## config.mk

```make
export PLATFORM = sky130hd
export DESIGN_NAME = cb_argmin
export DESIGN_NICKNAME = d
export VERILOG_FILES = /design/src/rtl/cb_argmin.sv
export SDC_FILE = /design/constraint.sdc
export NUM_CORES = 2
export LEC_CHECK = 0
export ABC_AREA = 1
export CAP_MARGIN = 30
export CORE_ASPECT_RATIO = 1.2
export CORE_UTILIZATION = 45
export DETAILED_ROUTE_END_ITERATION = 8
export PLACE_DENSITY = 0.75
export REMOVE_ABC_BUFFERS = 1
export SYNTH_ARGS = -nofsm -noshare
export SYNTH_HDL_FRONTEND = slang
export SYNTH_SLANG_ARGS = --single-unit
```

## constraint.sdc

```tcl
create_clock -name clk -period 4.4 [get_ports clk]
set_input_delay 0.66 -clock clk [delete_from_list [all_inputs] [get_ports clk]]
set_output_delay 0.66 -clock clk [all_outputs]
set_load 0.005 [all_outputs]
```

## src/rtl/cb_argmin.sv

```systemverilog
// Streaming arg-min over Kt/Pt beats of Pt squared distances: a registered compare tree
// followed by a running-min register, with the result held under a valid/ready handshake.
module cb_argmin #(
  parameter int W  = 32,
  parameter int Kt = 32,
  parameter int Pt = 16,
  localparam int NB = Kt / Pt,
  localparam int BA = (NB > 1) ? $clog2(NB) : 1,
  localparam int IA = $clog2(Kt),
  localparam int TL = $clog2(Pt)
) (
  input  logic            clk,
  input  logic            rst,
  input  logic            ena,
  input  logic            start,
  input  logic            in_vld,
  output logic            in_rdy,
  input  logic [BA-1:0]   in_addr,
  input  logic [Pt*W-1:0] in_dist,
  output logic            out_vld,
  input  logic            out_rdy,
  output logic [IA-1:0]   out_idx,
  output logic [W-1:0]    out_dist,
  output logic            err
);
  localparam int NN = 2 * Pt - 1;
  localparam int DW = $clog2(TL + 2);

  typedef enum logic [1:0] {IDLE, ACC, DRN, OUT} state_t;

  state_t        r_state;
  state_t        w_next;
  logic [BA-1:0] r_beatCnt;
  logic [DW-1:0] r_drnCnt;
  logic [W-1:0]  r_ndDist [NN];
  logic [IA-1:0] r_ndIdx  [NN];
  logic [TL:0]   r_lvlVld;
  logic [W-1:0]  r_minDist;
  logic [IA-1:0] r_minIdx;
  logic [W-1:0]  r_outDist;
  logic [IA-1:0] r_outIdx;
  logic          r_err;
  logic [IA-1:0] w_laneIdx [Pt];
  logic          w_accept;
  logic          w_init;
  logic          w_load;
  logic          w_errSet;
  logic          w_lastBeat;
  logic          w_drnDone;

  assign in_rdy     = (r_state == ACC);
  assign out_vld    = (r_state == OUT);
  assign out_idx    = r_outIdx;
  assign out_dist   = r_outDist;
  assign err        = r_err;
  assign w_lastBeat = (r_beatCnt == BA'(NB - 1));
  assign w_drnDone  = (r_drnCnt == DW'(TL + 1));

  always_comb begin
    for (int j = 0; j < Pt; j++) begin
      w_laneIdx[j] = IA'({in_addr, TL'(j)});
    end
  end

  always_ff @(posedge clk or negedge rst) begin
    if (!rst) begin
      r_state <= IDLE;
    end else if (ena) begin
      r_state <= w_next;
    end
  end

  // A start inside a query wins over a beat in the same cycle: the beat is discarded.
  always_comb begin
    w_next   = r_state;
    w_accept = 1'b0;
    w_init   = 1'b0;
    w_load   = 1'b0;
    w_errSet = in_vld && !in_rdy;
    case (r_state)
      IDLE: begin
        if (start) begin
          w_init = 1'b1;
          w_next = ACC;
        end
      end
      ACC: begin
        if (start) begin
          w_init = 1'b1;
        end else if (in_vld) begin
          w_accept = 1'b1;
          if (in_addr != r_beatCnt) w_errSet = 1'b1;
          if (w_lastBeat) w_next = DRN;
        end
      end
      DRN: begin
        if (start) begin
          w_init = 1'b1;
          w_next = ACC;
        end else if (w_drnDone) begin
          w_load = 1'b1;
          w_next = OUT;
        end
      end
      OUT: begin
        if (start) w_errSet = 1'b1;
        if (out_rdy) w_next = IDLE;
      end
      default: w_next = IDLE;
    endcase
  end

  always_ff @(posedge clk or negedge rst) begin
    if (!rst) begin
      r_beatCnt <= '0;
      r_drnCnt  <= '0;
      r_err     <= 1'b0;
    end else if (ena) begin
      if (w_errSet) r_err <= 1'b1;
      if (w_init) begin
        r_beatCnt <= '0;
      end else if (w_accept) begin
        r_beatCnt <= r_beatCnt + 1'b1;
      end
      if (r_state == DRN && !w_init) begin
        r_drnCnt <= r_drnCnt + 1'b1;
      end else begin
        r_drnCnt <= '0;
      end
    end
  end

  // Heap-ordered tree: leaves sit at Pt-1+lane, so the left child always holds lower indices.
  always_ff @(posedge clk or negedge rst) begin
    if (!rst) begin
      for (int n = 0; n < NN; n++) begin
        r_ndDist[n] <= '0;
        r_ndIdx[n]  <= '0;
      end
      r_lvlVld <= '0;
    end else if (ena) begin
      for (int j = 0; j < Pt; j++) begin
        r_ndDist[Pt-1+j] <= in_dist[j*W +: W];
        r_ndIdx[Pt-1+j]  <= w_laneIdx[j];
      end
      for (int n = 0; n < Pt - 1; n++) begin
        if (r_ndDist[2*n+2] < r_ndDist[2*n+1]) begin
          r_ndDist[n] <= r_ndDist[2*n+2];
          r_ndIdx[n]  <= r_ndIdx[2*n+2];
        end else begin
          r_ndDist[n] <= r_ndDist[2*n+1];
          r_ndIdx[n]  <= r_ndIdx[2*n+1];
        end
      end
      r_lvlVld <= w_init ? '0 : {w_accept, r_lvlVld[TL:1]};
    end
  end

  always_ff @(posedge clk or negedge rst) begin
    if (!rst) begin
      r_minDist <= '0;
      r_minIdx  <= '0;
      r_outDist <= '0;
      r_outIdx  <= '0;
    end else if (ena) begin
      if (w_init) begin
        r_minDist <= '1;
        r_minIdx  <= '0;
      end else if (r_lvlVld[0] && (r_ndDist[0] < r_minDist)) begin
        r_minDist <= r_ndDist[0];
        r_minIdx  <= r_ndIdx[0];
      end
      if (w_load) begin
        r_outDist <= r_minDist;
        r_outIdx  <= r_minIdx;
      end
    end
  end
endmodule

```

==> impl_metrics.env <==
export IMPL_status="complete, but fails checks"
export IMPL_violations="hold timing"
export IMPL_leakagePower_nw=37.6
export IMPL_synth_edf_count=0
export IMPL_synthCells=7744
export IMPL_hpwl_um=129000
export IMPL_internal_power_w=0.0241
export IMPL_fin_ws_ns=1.32
export IMPL_hold_viol=1
export IMPL_syn_avg_cell_area_sq_um=7.97
export IMPL_cts_buffer_depth=3
export IMPL_avgRoutedWirePerCell_um=17.9
export IMPL_worst_slew_margin_rel=0.369
export IMPL_yosysTopAreaCell="dfrtp_1"
export IMPL_r2r_worst_path_cells=10
export IMPL_cts_resized=0
export IMPL_ys_top_cells_by_area="dfrtp_1 46%, nand2_1 16%, ha_1 10%"
export IMPL_drive_gt1_frac=0.0489
export IMPL_gr_total_overflow=0
export IMPL_core_area_sq_um=136000
export IMPL_timing_rr_start="r_ndDist[145]"
export IMPL_worstSetupStartpoint="r_ndDist[145]"
export IMPL_worst_path_max_fanout=33
export IMPL_async_flop_share=1.00
export IMPL_cts_tree="yes"
export IMPL_pin_count=559
export IMPL_drt_wl_total_um=179000
export IMPL_drt_pass1_iter_count=5
export IMPL_ys_ff_latch=1132
export IMPL_grt_pass1_vias=52300
export IMPL_final_area_sq_um=72800
export IMPL_post_place_ws_ns=1.33
export IMPL_setup_viol=0
export IMPL_cts_setup_buffers=0
export IMPL_clk_latency_ns=0.75
export IMPL_grt_max_degree=183
export IMPL_ys_flop_type="dfrtp_1"
export IMPL_place_port_buffers=558
export IMPL_gp_congestion=0.885
export IMPL_die_area_sq_um=139000
export IMPL_cts_sinks=1132
export IMPL_rsz0062_at_grt="no"
export IMPL_cts_htree_levels=3
export IMPL_min_period_ns=3.08
export IMPL_numCtsBuffers=120
export IMPL_critPathKind="reg -> reg"
export IMPL_initial_utilization=0.455
export IMPL_drt_iter0_drc=4308
export IMPL_die_w_um=340
export IMPL_power_density_nw_per_um2=537
export IMPL_std_cell_rows=148
export IMPL_ys_warn_count=0
export IMPL_cts_root_buf="clkbuf_16"
export IMPL_detail_route_antenna_nets=0
export IMPL_place_area_sq_um=68600
export IMPL_clk_pin_slew_ns=0.07
export IMPL_grt_pass1_wl_um=284000
export IMPL_grt_usage=0.257
export IMPL_maxCapViolCount=0
export IMPL_antenna_found_initial=11
export IMPL_seqPwrFrac=0.376
export IMPL_power_frac_clock=0.276
export IMPL_hold_slack_ns=-0.00646
export IMPL_ys_types=46
export IMPL_synth_top_area_frac=0.459
export IMPL_switching_power_w=0.0150
export IMPL_fin_skew_ns=0.0230
export IMPL_irDropWorstVdd_uv=426
export IMPL_crit_path_end_kind="register"
export IMPL_final_nets=9135
export IMPL_drv_slew=0
export IMPL_avgViaCountPerCell=5.27
export IMPL_yosysSeqAreaShare=0.459
export IMPL_syn_area_sq_um=61700
export IMPL_crit_path_start_kind="register"
export IMPL_drc=0
export IMPL_area_growth_pct=18.0
export IMPL_hp_class="in -> async"
export IMPL_die_h_um=408
export IMPL_crit_arrival_ns=3.77
export IMPL_combinationalPowerShare=0.348
export IMPL_num_vias=52900
export IMPL_swShare=0.383
export IMPL_tightestPinTransition_ns=0.946
export IMPL_clock_fmax_ghz=0.325
export IMPL_finish_utilization=0.536
export IMPL_postCtsHoldBufs=0
export IMPL_fillers=12300
export IMPL_period_share=0.700
export IMPL_critical_path_required_ns=5.09
worst paths after layout:
check,slack [ns],endpoint
max,1.32,r_ndDist[593]
min,-0.006,r_ndDist[433]
max reg2reg,1.32,r_ndDist[593]
min reg2reg,0.47,err
max in group asynchronous,3.15,r_ndDist[109]
min in group clk,0.46,r_ndDist[356]
per-stage QoR:
step	TNS [ns]	total power, W	std cells
after floorplan	-214.77	0.0232	7354
after global placement	0	0.0278	9795
after detailed placement	0	0.0283	9796
after CTS	0	0.0392	10000
after global routing	0	0.0419	10000
final	0	0.0391	10000
Yosys cell counts (10+ instances only):
library cell,instances
o21ai_1,14
or2_2,33
dfrtp_1,1132
o21ai_0,598
nand3_1,854
o22ai_1,12
buf_1,30
nand4_1,30
clkbuf_1,159
buf_6,11
ha_1,498
nand2_2,39
a21oi_1,219
nor2_1,127
buf_2,166
nor3_1,23
and3_1,10
o211ai_1,17
nand2_1,2552
buf_4,22
nand3b_1,227
inv_1,901
area by class of cell:
cell class,instances,area (sq um),share of cell area
antenna,8,20.0,0.000275
clock buffer,166,3520,0.0483
clock inverter,57,694,0.00954
inverter,902,3390,0.0466
multi-input combinational,5320,28100,0.386
sequential,1132,28300,0.389
tap,1800,2250,0.0309
timing repair buffer,642,6480,0.0890
worst max-delay path, cell delays in order, from the launching register on:
cell and delay, ns:
dfrtp_1 0.39, ha_1 0.31, a21oi_1 0.18, o21ai_1 0.10
nand2_1 0.06, nand3_1 0.11, a21oi_4 0.72, nand2_2 0.73
nand2_1 0.20, nand3_1 0.11, nand2_1 0.10
cell usage in the layout, fill, tap and decap left out, drive strengths merged, types with 166 or more instances in the layout:
| cell type | Yosys | layout |
|---|---|---|
| a21oi | 227 | 227 |
| clkbuf | 159 | 166 |
| clkdlybuf4s50 | 0 | 556 |
| dfrtp | 1132 | 1132 |
| ha | 498 | 498 |
| inv | 902 | 905 |
| nand2 | 2596 | 2596 |
| nand3 | 854 | 854 |
| nand3b | 227 | 227 |
| o21ai | 612 | 612 |
per-layer routing:
layer | wire length, um | vias up | global-route usage
met5 | 34 | - | 0
met4 | 8750 | 6 | 0.128
met1 | 75500 | 25300 | 0.334
met3 | 9660 | 351 | 0.0288
met2 | 85200 | 1573 | 0.424
li1 | - | 25600 | -
state kept, by name (all words and copies together) (netlist names):
register	count
err	1
r_state	2
r_ndDist	992
r_lvlVld	5
r_beatCnt	1
r_minDist	32
r_minIdx	5
out_idx	5
r_ndIdx	54
r_drnCnt	3
out_dist	32
power groups by stage:
stage | logic, W | registers (W) | clock network [W]
4_1_cts | 0.0136 | 0.0147 | 0.0110
6_report | 0.0136 | 0.0147 | 0.0108
3_3_place_gp | 0.0130 | 0.0148 | 0
2_1_floorplan | 0.00935 | 0.0138 | 0
5_1_grt | 0.0156 | 0.0149 | 0.0114
3_5_place_dp | 0.0135 | 0.0148 | 0
cell families (layout without fill, tap and decap cells):
group,count (synthesis),in the layout,share of synthesized area
AND/OR/NAND/NOR,3922,3922,0.278
multiplexers,6,6,0.00110
other,0,8,0
flip-flops,1132,1132,0.459
adder cells (fa/ha/maj),498,498,0.101
buffers and inverters,1292,1767,0.0852
XOR/XNOR,3,3,0.000426
AO/OA/AOI/OAI,891,891,0.0750
Note: power is estimated with default switching activity, not from simulation.
